[src/rtl/tour_move_sequencer.sv]
// Knight's-tour playback: turns each one-hot L-move into a vertical
// then a horizontal motion command, with UART pass-through when idle.
module tour_move_sequencer #(
    parameter int         NUM_MOVES = 24,
    parameter logic [7:0] RESP_ACK  = 8'hA5,
    parameter logic [7:0] RESP_POS  = 8'h5A
) (
    input  logic        clk,
    input  logic        rst_n,
    input  logic        tour_start,
    input  logic [7:0]  move,
    output logic [4:0]  mv_indx,
    input  logic [15:0] cmd_UART,
    input  logic        cmd_rdy_UART,
    output logic [15:0] cmd,
    output logic        cmd_rdy,
    input  logic        clr_cmd_rdy,
    input  logic        send_resp,
    output logic [7:0]  resp
);

    typedef enum logic [2:0] {
        IDLE,
        VERT,
        HOLD_V,
        HORZ,
        HOLD_H
    } state_t;

    localparam logic [4:0] LAST_IDX = 5'(NUM_MOVES - 1);

    state_t     state;
    state_t     state_nxt;
    logic [4:0] indx_nxt;

    logic signed [2:0] dx;
    logic signed [2:0] dy;
    logic [3:0]        sq_x;
    logic [3:0]        sq_y;
    logic [15:0]       cmd_vert;
    logic [15:0]       cmd_horz;
    logic              last_move;

    // Ordered case: the lowest set bit wins on multi-hot input.
    always_comb begin
        dx = 3'sd0;
        dy = 3'sd0;
        case (1'b1)
            move[0]: begin dx = -3'sd1; dy =  3'sd2; end
            move[1]: begin dx =  3'sd1; dy =  3'sd2; end
            move[2]: begin dx = -3'sd2; dy =  3'sd1; end
            move[3]: begin dx = -3'sd2; dy = -3'sd1; end
            move[4]: begin dx = -3'sd1; dy = -3'sd2; end
            move[5]: begin dx =  3'sd1; dy = -3'sd2; end
            move[6]: begin dx =  3'sd2; dy =  3'sd1; end
            move[7]: begin dx =  3'sd2; dy = -3'sd1; end
            default: begin dx = 3'sd0; dy = 3'sd0; end
        endcase
    end

    assign sq_x = {1'b0, (dx < 0) ? 3'(-dx) : 3'(dx)};
    assign sq_y = {1'b0, (dy < 0) ? 3'(-dy) : 3'(dy)};

    assign cmd_vert = {4'h2, (dy > 0) ? 8'h00 : 8'h7F, sq_y};
    assign cmd_horz = {4'h3, (dx > 0) ? 8'hBF : 8'h3F, sq_x};

    assign last_move = (mv_indx == LAST_IDX);

    always_ff @(posedge clk or negedge rst_n) begin
        if (!rst_n) begin
            state   <= IDLE;
            mv_indx <= 5'd0;
        end else begin
            state   <= state_nxt;
            mv_indx <= indx_nxt;
        end
    end

    always_comb begin
        state_nxt = state;
        indx_nxt  = mv_indx;
        cmd       = cmd_vert;
        cmd_rdy   = 1'b0;
        resp      = RESP_POS;
        case (state)
            IDLE: begin
                cmd     = cmd_UART;
                cmd_rdy = cmd_rdy_UART;
                resp    = RESP_ACK;
                if (tour_start) begin
                    indx_nxt  = 5'd0;
                    state_nxt = VERT;
                end
            end
            VERT: begin
                cmd_rdy = 1'b1;
                if (clr_cmd_rdy)
                    state_nxt = HOLD_V;
            end
            HOLD_V: begin
                if (send_resp)
                    state_nxt = HORZ;
            end
            HORZ: begin
                cmd     = cmd_horz;
                cmd_rdy = 1'b1;
                resp    = last_move ? RESP_ACK : RESP_POS;
                if (clr_cmd_rdy)
                    state_nxt = HOLD_H;
            end
            HOLD_H: begin
                cmd  = cmd_horz;
                resp = last_move ? RESP_ACK : RESP_POS;
                if (send_resp) begin
                    if (last_move) begin
                        indx_nxt  = 5'd0;
                        state_nxt = IDLE;
                    end else begin
                        indx_nxt  = mv_indx + 5'd1;
                        state_nxt = VERT;
                    end
                end
            end
            default: state_nxt = IDLE;
        endcase
    end

endmodule

[config.mk]
export PLATFORM = sky130hd
export DESIGN_NAME = tour_move_sequencer
export DESIGN_NICKNAME = d
export VERILOG_FILES = /design/src/rtl/tour_move_sequencer.sv
export SDC_FILE = /design/constraint.sdc
export NUM_CORES = 1
export LEC_CHECK = 0
export BUFFER_PORTS_ARGS = -buffer_cell sky130_fd_sc_hd__buf_2
export CORE_MARGIN = 2
export CORE_UTILIZATION = 40
export CTS_BUF_LIST = sky130_fd_sc_hd__clkbuf_8
export DETAILED_ROUTE_END_ITERATION = 10
export GPL_TIMING_DRIVEN = 0
export PLACE_DENSITY = 0.78
export SLEW_MARGIN = 20
export SYNTH_ARGS = -nofsm -noshare
export SYNTH_HDL_FRONTEND = slang
export SYNTH_SLANG_ARGS = --single-unit
[constraint.sdc]
create_clock -name clk -period 4.1 [get_ports clk]
set_clock_uncertainty 0.05 [all_clocks]
set_input_delay 0.615 -clock clk [delete_from_list [all_inputs] [get_ports clk]]
set_output_delay 0.615 -clock clk [all_outputs]
set_load 0.01 [all_outputs]
==> results of run 1 <==
cell families (layout without fill, tap and decap cells):
family | after synthesis | count (layout)
xor gates and xnor gates | 1 | 1
DFF | 8 | 8
and+or+nand+nor | 65 | 65
adders and majority gates | 3 | 3
AOI/OAI and AO/OA | 31 | 31
buffers and inverters | 18 | 80
muxes | 2 | 2
registers in the layout, indices dropped and copies added, names as in the netlist:
register	flops
mv_indx	5
state	3
worst max-delay path by stage:
| stage | cells past startpoint | slack [ps] | from | to |
|---|---|---|---|---|
| floorplan | 6 | 1710 | move[0] | cmd[4] |
| CTS | 8 | 1250 | move[0] | cmd[5] |
| finish | 8 | 1270 | move[0] | cmd[4] |
| global placement | 8 | 1310 | move[0] | cmd[7] |
| detailed placement | 8 | 1260 | move[0] | cmd[5] |
| global route | 8 | 1100 | move[0] | cmd[7] |
report_power, final:
part	total (mW)	switching [mW]	internal (mW)
combinational	0.613	0.342	0.271
sequential	0.111	0.0133	0.0980
clock	0.0918	0.0284	0.0634
total	0.816	0.384	0.432
cell usage in the layout (no fill, tap or decap), types with 2 or more instances in the layout:
| master | count |
|---|---|
| inv_1 | 7 |
| dfrtp_1 | 8 |
| a21oi_1 | 11 |
| o21bai_1 | 2 |
| nand4_1 | 3 |
| clkbuf_8 | 3 |
| nor3_1 | 6 |
| or4_1 | 2 |
| buf_2 | 63 |
| nand2b_1 | 2 |
| a21o_1 | 2 |
| nand3_1 | 7 |
| ha_1 | 3 |
| o2111ai_1 | 2 |
| nand2_1 | 24 |
| o21ai_0 | 6 |
| nor2_1 | 11 |
| buf_4 | 7 |
| and2_1 | 4 |
| nor4_1 | 2 |
cell type report:
cell class	count	area, um^2	share of cell area
inverter	7	26.3	0.0208
sequential	8	200	0.158
buffer	11	72.6	0.0574
multi-input combinational	102	593	0.469
timing repair buffer	59	295	0.234
clock buffer	3	41.3	0.0327
tap	28	35.0	0.0277
layer usage:
metal | track usage | up-vias | share of wire
met3 | 0.0351 | 2 | 0.098
li1 | - | 578 | -
met4 | 0.0702 | 0 | 0.0033
met1 | 0.215 | 485 | 0.41
met5 | 0 | - | 0
met2 | 0.351 | 44 | 0.49
==> results by group, run 1 <==
Run status
  – Status: finished clean

Logic synthesis
  – Post-synth EDFFs: 0
  – Most common cell in the netlist: nand2_1
  – Sequential share of the synthesized area: 0.224
  – Top cell type's share of synthesized area: 0.224
  – Syn Area/Cell: 6.97 um^2
  – Async S/R FF share, synth: 1.00
  – Post-synth cell types: 34
  – Synth top cells by count: 24 x nand2_1, 11 x a21oi_1, 11 x nor2_1, 8 x dfrtp_1
  – Synth Cell Area: 892 um^2
  – Largest family of logic cells by synthesized area: simple AND/OR/NAND/NOR gates
  – Yosys reg bits: 8
  – Synth Area in Adders: 0.0421
  – Post-Synth XOR/XNOR Area: 0.00982
  – Simple-gate area share of the yosys netlist: 0.355
  – Prevailing post-synth register cell: dfrtp_1
  – Cells after synthesis: 128
  – Mux cell area share after synthesis: 0.0238
  – Synth warnings: 0
  – Area leader, netlist: dfrtp_1
  – Mapped Nets: 161
  – Synth area leaders: dfrtp_1 22%, nand2_1 10%, a21oi_1 6.2%, buf_4 5.9%, nor2_1 4.6%
  – Compound-cell area share of the yosys netlist: 0.234

STA
  – FMAX: 0.353 GHz
  – Worst slew margin: 0.585
  – Period utilisation layout: 0.691
  – Worst slew pin tran: 607 ps
  – Final TNS setup: 0 ps
  – Final setup margin: 1270 ps
  – RSZ-0062 raised after global routing: no
  – Final Max Slew Viols: 0
  – Setup-failing EPs final: 0
  – Final Hold Viols: 0
  – Final hold slack: 178 ps
  – Final period demand of the worst path: 2830 ps

Detailed routing
  – Vias: 1109
  – Final wirelength: 2440 um
  – DRT antenna net count: 0
  – Iteration-0 DRC Markers: 16
  – Routed WL per cell: 11.2 um
  – First-pass DRT Iterations: 4
  – Vias/cell: 5.09
  – Remaining DRCs: 0

Clock network
  – Clock Sinks: 8
  – Maximum clock path buffer count: 2
  – H-tree levels: 1
  – CTS resizes: 0
  – Total CTS buffers: 3
  – Worst-path clk slew: 40 ps
  – Post-CTS Hold Buffers: 0
  – Clk root buf: clkbuf_8
  – Post-CTS Setup Inserts: 0
  – Worst skew pair latency: 220 ps
  – CTS tree: yes

Cells and area
  – Design area: 1260 um^2
  – Ant. Diodes: 0
  – Synth-to-layout area growth: 41.7%
  – Nets: 225
  – Share of layout cells above drive strength 1: 0.400
  – # fillers: 222
  – Final std cells w/o fill: 218
  – Final core occ: 0.582

Floorplan
  – Initial Utilization: 0.411
  – DIE WIDTH: 51.2 um
  – Core region area: 2170 um^2
  – Ports: 60
  – Row Count: 17
  – Die area: 2620 um^2
  – Die H: 51.2 um

Setup path
  – Critical R2R Launch: state[1]
  – Worst R2R Path Depth: 5
  – CP Data Arrival Time: 2170 ps
  – Largest stage delay on the critical path: 370 ps
  – Worst r2r dst: mv_indx[4]
  – Cells along the critical path: buf_2, nor2_1, o31a_1, nand2_1, ha_1, o21bai_1, nand2_1, buf_2
  – Worst Path Max Fanout: 6
  – CP Launch Type: input port
  – Critical path type: in2out
  – WP data required: 3430 ps
  – Worst Setup End Kind: primary output
  – Reg2reg setup slack: 2540 ps
  – Crit-path slowest cell: o21bai_1
  – CP Buf/Inv Count: 2
  – Delay-heaviest family, CP: compound AO/OA/AOI/OAI gates

Placement
  – Placed Cells: 215
  – Port Buffer Count: 59
  – Area post-placement: 1220 um^2
  – HPWL Detailed: 2010 um
  – Routability cong.: 0.807
  – Post-Place Setup Slack: 1260 ps

Power and ir drop
  – Total power draw: 816 uW
  – Worst vdd ir: 0.331 mV
  – Power Dens Cells: 646 nW/um^2
  – LEAKAGE: 0.707 nW

Hold path
  – Worst Hold Class: in2async

GRT
  – Largest net degree at the start of global routing: 11
  – Number of global-route vias before repair: 978
  – Gr usage total: 0.190
  – First-pass GRT wire length: 3920 um
  – Initial antenna violation count: 0
  – Remaining Overflow, GRT: 0

Flow run
  – Max cap viols: 0
(Power assumes the default switching activity.)
==> run 2: changes to the inputs <==
- ABC_AREA: not set -> 1
- PLACE_DENSITY: 0.78 -> 0.77
- clock period: 4.1 -> 2.82 ns (I/O delays scaled with it)
==> results by group, run 2 <==
Detailed routing
  – Final wirelength: 2280 um (-6.4%)
  – Iteration-0 DRC Markers: 16 (unchanged)
  – Remaining DRCs: 0 (unchanged)
  – Vias: 1155 (+4.1%)
  – Vias/cell: 4.49 (-12%)
  – Routed WL per cell: 8.89 um (-21%)
  – DRT antenna net count: 0 (unchanged)
  – First-pass DRT Iterations: 4 (unchanged)

GRT
  – Initial antenna violation count: 0 (unchanged)
  – Gr usage total: 0.166 (-0.0238)
  – Remaining Overflow, GRT: 0 (unchanged)
  – Number of global-route vias before repair: 906 (-7.4%)
  – Largest net degree at the start of global routing: 11 (unchanged)
  – First-pass GRT wire length: 3490 um (-11%)

Logic synthesis
  – Synth top cells by count: 49 x nand2_1, 28 x inv_1, 18 x nor2_1, 16 x nand3_1
  – Yosys reg bits: 8 (unchanged)
  – Prevailing post-synth register cell: dfrtp_1
  – Synth area leaders: dfrtp_1 21%, nand2_1 19%, inv_1 11%, nand3_1 8.3%, nor2_1 7.0%
  – Synth warnings: 0 (unchanged)
  – Async S/R FF share, synth: 1.00 (unchanged)
  – Top cell type's share of synthesized area: 0.208 (-0.0163)
  – Most common cell in the netlist: nand2_1
  – Post-synth EDFFs: 0 (unchanged)
  – Post-synth cell types: 21 (-38%)
  – Area leader, netlist: dfrtp_1
  – Synth Cell Area: 962 um^2 (+7.9%)
  – Sequential share of the synthesized area: 0.208 (-0.0163)
  – Cells after synthesis: 166 (+30%)
  – Mapped Nets: 199 (+24%)
  – Syn Area/Cell: 5.80 um^2 (-17%)

Placement
  – Post-Place Setup Slack: 477 ps (-783 ps)
  – Routability cong.: 0.781 (-3.2%)
  – HPWL Detailed: 1920 um (-4.7%)
  – Area post-placement: 1290 um^2 (+5.7%)
  – Port Buffer Count: 59 (unchanged)

Power and ir drop
  – Power Dens Cells: 978 nW/um^2 (+51%)
  – Worst vdd ir: 0.792 mV (+140%)
  – LEAKAGE: 0.871 nW (+23%)

Clock network
  – Maximum clock path buffer count: 2 (unchanged)
  – Total CTS buffers: 3 (unchanged)
  – Post-CTS Hold Buffers: 1 (+1)
  – CTS resizes: 0 (unchanged)
  – H-tree levels: 1 (unchanged)
  – CTS tree: yes
  – Clk root buf: clkbuf_8
  – Clock Sinks: 8 (unchanged)
  – Worst skew pair latency: 230 ps (about the same)
  – Worst-path clk slew: 40 ps (about the same)
  – Post-CTS Setup Inserts: 0 (unchanged)

Cells and area
  – Max reg flops: 5 (unchanged)
  – Nets: 264 (+17%)
  – Commonest cells after routing, fill and taps aside: 59 x buf_2, 49 x nand2_1, 28 x inv_1
  – Ant. Diodes: 0 (unchanged)
  – Share of layout cells above drive strength 1: 0.367 (-0.0332)
  – Top register by number of flip-flops: mv_indx
  – Final core occ: 0.602 (+0.0192)
  – Top Registers: mv_indx (5), state (3)
  – # fillers: 231 (+4.1%)
  – Synth-to-layout area growth: 39.7%
  – Design area: 1340 um^2 (+6.3%)
  – Commonest non-fill, non-tap cell in the layout: buf_2

Floorplan
  – Die area: 2810 um^2 (+7.2%)
  – Ports: 60 (unchanged)
  – Row Count: 17 (unchanged)
  – DIE WIDTH: 53.0 um (+3.6%)
  – Core region area: 2230 um^2 (+2.9%)
  – Initial Utilization: 0.431 (+0.0196)
  – Die H: 53.0 um (+3.6%)

Run status
  – Status: finished clean

Hold path
  – Worst Hold Class: in2reg

STA
  – FMAX: 0.430 GHz
  – Final TNS setup: 0 ps (unchanged)
  – Worst slew margin: 0.779 (+0.194)
  – Final Hold Viols: 0 (unchanged)
  – RSZ-0062 raised after global routing: no
  – Final period demand of the worst path: 2330 ps
  – Final Max Slew Viols: 0 (unchanged)
  – Setup-failing EPs final: 0 (unchanged)
  – Period utilisation layout: 0.826
  – Final setup margin: 492 ps (-775 ps)
  – Worst slew pin tran: 332 ps (-275 ps)

Setup path
  – Worst Setup End Kind: primary output
  – Critical path type: in2out
  – CP Launch Type: input port
  – CP Data Arrival Time: 1850 ps (-320 ps)
  – Worst Path Max Fanout: 4 (-2)
  – WP data required: 2350 ps (-1080 ps)

Flow run
  – Max cap viols: 0 (unchanged)
run 2: cell types whose count changed in the layout (fill, tap and decap cells not counted), sizes merged, moves of 4 or more:
cell / delta
and2: -4
nor2: +9
nand2: +29
nor3: -4
inv: +24
nand3: +9
run 2: final cells by class:
class                           count  area (um^2)  area share
Multi-Input combinational cell    118          571       0.425
Timing Repair Buffer               60          305       0.227
Sequential cell                     8          200       0.149
Inverter                           31          116      0.0866
Buffer                              9         75.1      0.0559
Clock buffer                        3         41.3      0.0307
Tap cell                           28         35.0      0.0261
run 2: worst paths after layout:
check,startpoint,end,slack (ps),depth (start not counted)
worst max register to register,mv_indx[0],mv_indx[0],1490,6
worst min-delay path,clr_cmd_rdy,state[0],420,3
max in group asynchronous,rst_n,state[1],2040,2
worst min register to register,mv_indx[4],mv_indx[4],480,2
min in group asynchronous,rst_n,mv_indx[2],500,2
worst max-delay path,move[0],cmd[1],490,11
run 2: layer usage:
layer  share of wire  track usage  up-vias
li1                -            -      628
met3           0.059       0.0508        2
met1            0.44        0.210      490
met5               0            0        -
met4          0.0018       0.0256        0
met2            0.50        0.281       35
run 2: report_power, final:
group | switching (mW) | internal [mW] | total (mW)
logic | 0.567 | 0.436 | 1.00
registers | 0.0300 | 0.143 | 0.173
clock network | 0.0453 | 0.0925 | 0.138
total | 0.643 | 0.672 | 1.31
run 2: worst max-delay path, stage by stage:
cell	delay (ps)
buf_2	110
nor2_1	210
nand2_1	130
a21oi_1	190
inv_1	60
ha_1	260
nor3_1	130
nor2_1	60
nand2_1	60
nand3_1	70
buf_2	140
run 2: cell families (layout without fill, tap and decap cells):
kind of cell,Yosys count,after routing,synth area share
compound gates,18,18,0.117
xor+xnor,1,1,0.00910
fa+ha+maj,3,3,0.0390
buf+inv,40,103,0.199
flops,8,8,0.208
simple gates,96,96,0.428
run 2: metrics by stage:
step / power (mW) / hold slack [ps] / instances
final: 1.31 / 415 / 257
after global routing: 1.46 / 423 / 257
after CTS: 1.33 / 420 / 257
after detailed placement: 1.19 / 224 / 253
after global placement: 1.18 / 223 / 253
after floorplan: 0.868 / 77.4 / 166
==> run 3: changes to the inputs <==
- PLACE_DENSITY: 0.77 -> 0.8
- clock period: 2.82 -> 2 ns (I/O delays scaled with it)
==> results by group, run 3 (same netlist as run 2, synthesis figures left out) <==
Run status
  – Status: finished clean

Clock network
  – Clock Sinks: 8 (unchanged)
  – Maximum clock path buffer count: 2 (unchanged)
  – Total CTS buffers: 3 (unchanged)
  – Worst-path clk slew: 40 ps (about the same)
  – Worst skew pair latency: 230 ps (about the same)
  – Clk root buf: clkbuf_8
  – H-tree levels: 1 (unchanged)
  – CTS tree: yes

Floorplan
  – DIE WIDTH: 53.0 um (unchanged)
  – Initial Utilization: 0.431 (unchanged)
  – Row Count: 17 (unchanged)
  – Ports: 60 (unchanged)
  – Die H: 53.0 um (unchanged)
  – Core region area: 2230 um^2 (unchanged)
  – Die area: 2810 um^2 (unchanged)

Placement
  – Routability cong.: 0.790 (+1.0%)
  – Port Buffer Count: 59 (unchanged)
  – HPWL Detailed: 2050 um (+6.9%)
  – Placed Cells: 253 (unchanged)
  – Post-Place Setup Slack: -149 ps (-627 ps)

Power and ir drop
  – Logic pwr share: 0.771 (+0.008)
  – Worst vdd ir: 1.10 mV (+38%)
  – Net Sw Frac: 0.498 (+0.00902)
  – Sw Pwr: 972 uW (+51%)
  – Internal power: 980 uW (+46%)
  – Power Dens Cells: 1360 nW/um^2 (+39%)
  – Clock share of power: 0.100 (-0.005)
  – Total power draw: 1.95 mW (+49%)
  – LEAKAGE: 0.895 nW (+2.7%)
  – Seq pwr share: 0.129 (-0.003)

GRT
  – First-pass GRT wire length: 4010 um (+15%)
  – Gr usage total: 0.196 (+0.0301)
  – Number of global-route vias before repair: 984 (+8.6%)
  – Remaining Overflow, GRT: 0 (unchanged)
  – Largest net degree at the start of global routing: 11 (unchanged)
  – Initial antenna violation count: 0 (unchanged)

STA
  – Final Hold Viols: 0 (unchanged)
  – Worst slew pin tran: 266 ps (-66.1 ps)
  – Worst slew margin: 0.822 (+0.0437)
  – Setup-failing EPs final: 0 (unchanged)
  – Final Max Slew Viols: 0 (unchanged)
  – Period utilisation layout: 0.949
  – Final period demand of the worst path: 1900 ps
  – Final setup margin: 102 ps (-390 ps)
  – FMAX: 0.527 GHz

Flow run
  – Max cap viols: 0 (unchanged)

Hold path
  – Hold path endpoint: state[0]
  – WHS Path Cells: 3 (unchanged)
  – Hold_sp: clr_cmd_rdy
  – Worst Hold Class: in2reg

Cells and area
  – Max reg flops: 5 (unchanged)
  – Top register by number of flip-flops: mv_indx
  – Commonest cells after routing, fill and taps aside: 59 x buf_2, 47 x nand2_1, 27 x inv_1
  – Nets: 268 (+1.5%)
  – Ant. Diodes: 0 (unchanged)
  – Final std cells w/o fill: 261 (+1.6%)
  – Commonest non-fill, non-tap cell in the layout: buf_2
  – Share of layout cells above drive strength 1: 0.421 (+0.0538)
  – Top Registers: mv_indx (5), state (3)
  – Synth-to-layout area growth: 48.8%

Detailed routing
  – Vias/cell: 4.63 (+3.1%)
  – Vias: 1209 (+4.7%)
  – Remaining DRCs: 0 (unchanged)
  – Final wirelength: 2760 um (+21%)
  – DRT antenna net count: 0 (unchanged)
  – Iteration-0 DRC Markers: 14 (-2)
  – Routed WL per cell: 10.6 um (+19%)
  – First-pass DRT Iterations: 4 (unchanged)

Setup path
  – Critical path type: in2out
  – Worst Setup End Kind: primary output
  – Worst Path Max Fanout: 2 (-2)
  – Worst R2R Path Depth: 6 (unchanged)
  – WP data required: 1650 ps (-700 ps)
  – Reg2reg setup slack: 670 ps (-820 ps)
  – Critical Path Source: move[4]
  – Critical R2R Launch: state[0]
  – CP Launch Type: input port
  – Worst r2r dst: mv_indx[1]
  – CP Data Arrival Time: 1550 ps (-300 ps)
[run 3: cell count changes in the layout (fill, tap and decap cells not counted), sizes merged]
cell,previous run,this run
buf,68,72
[run 3: worst max-delay path, stage by stage]
cell,delay [ps]
buf_2,110
nor2_1,90
nand3b_1,110
nand2_1,100
nand2_1,70
inv_1,100
ha_4,210
nor3_2,90
nor2_1,60
nand2_1,60
nand3_1,80
buf_2,150
[run 3: how the worst max path moves through the flow]
stage	depth (start not counted)	slack [ps]	to
2_1_floorplan	6	110	resp[2]
3_3_place_gp	11	-130	cmd[1]
3_5_place_dp	11	-150	cmd[1]
4_1_cts	11	9	cmd[1]
5_1_grt	12	-20	cmd[1]
6_report	12	100	cmd[1]
[run 3: per-layer routing]
metal | GRT usage | part of all wire | up-vias
li1 | - | - | 638
met1 | 0.225 | 0.42 | 546
met2 | 0.342 | 0.53 | 20
met3 | 0.0508 | 0.038 | 5
met4 | 0.0812 | 0.016 | 0
met5 | 0 | 0 | -
[run 3: layout make-up]
type / count / area, um^2
buffer: 9 / 75.1
clock buffer: 3 / 41.3
fill: 233 / 802
inverter: 31 / 116
multi-input combinational: 118 / 628
sequential: 8 / 200
tap: 28 / 35.0
timing repair buffer: 64 / 335
[run 3: timing repair]
item | CTS | global route
hold buffers | 1 | 0
endpoints found under the hold margin | 8 | 0
gates resized for setup | 4 | 10
setup endpoints to repair | 15 | 19
setup buffers | 1 | 3
pin swaps | 1 | 2
[run 3: metrics by stage]
stage	hold WS, ps	instance area (um^2)	TNS (ps)	utilization
2_1_floorplan	-45.6	962	0	-
3_5_place_dp	99.1	1290	-346	0.579
3_3_place_gp	97.2	1290	-254	0.579
5_1_grt	303	1430	-18.2	0.641
4_1_cts	288	1370	0	0.612
6_report	286	1430	0	0.641
[run 3: power groups by stage]
stage	combinational, mW	sequential (mW)	clock, mW
2_1_floorplan	0.979	0.245	0
3_3_place_gp	1.42	0.246	0
3_5_place_dp	1.44	0.246	0
4_1_cts	1.47	0.244	0.199
5_1_grt	1.68	0.257	0.210
6_report	1.50	0.252	0.196
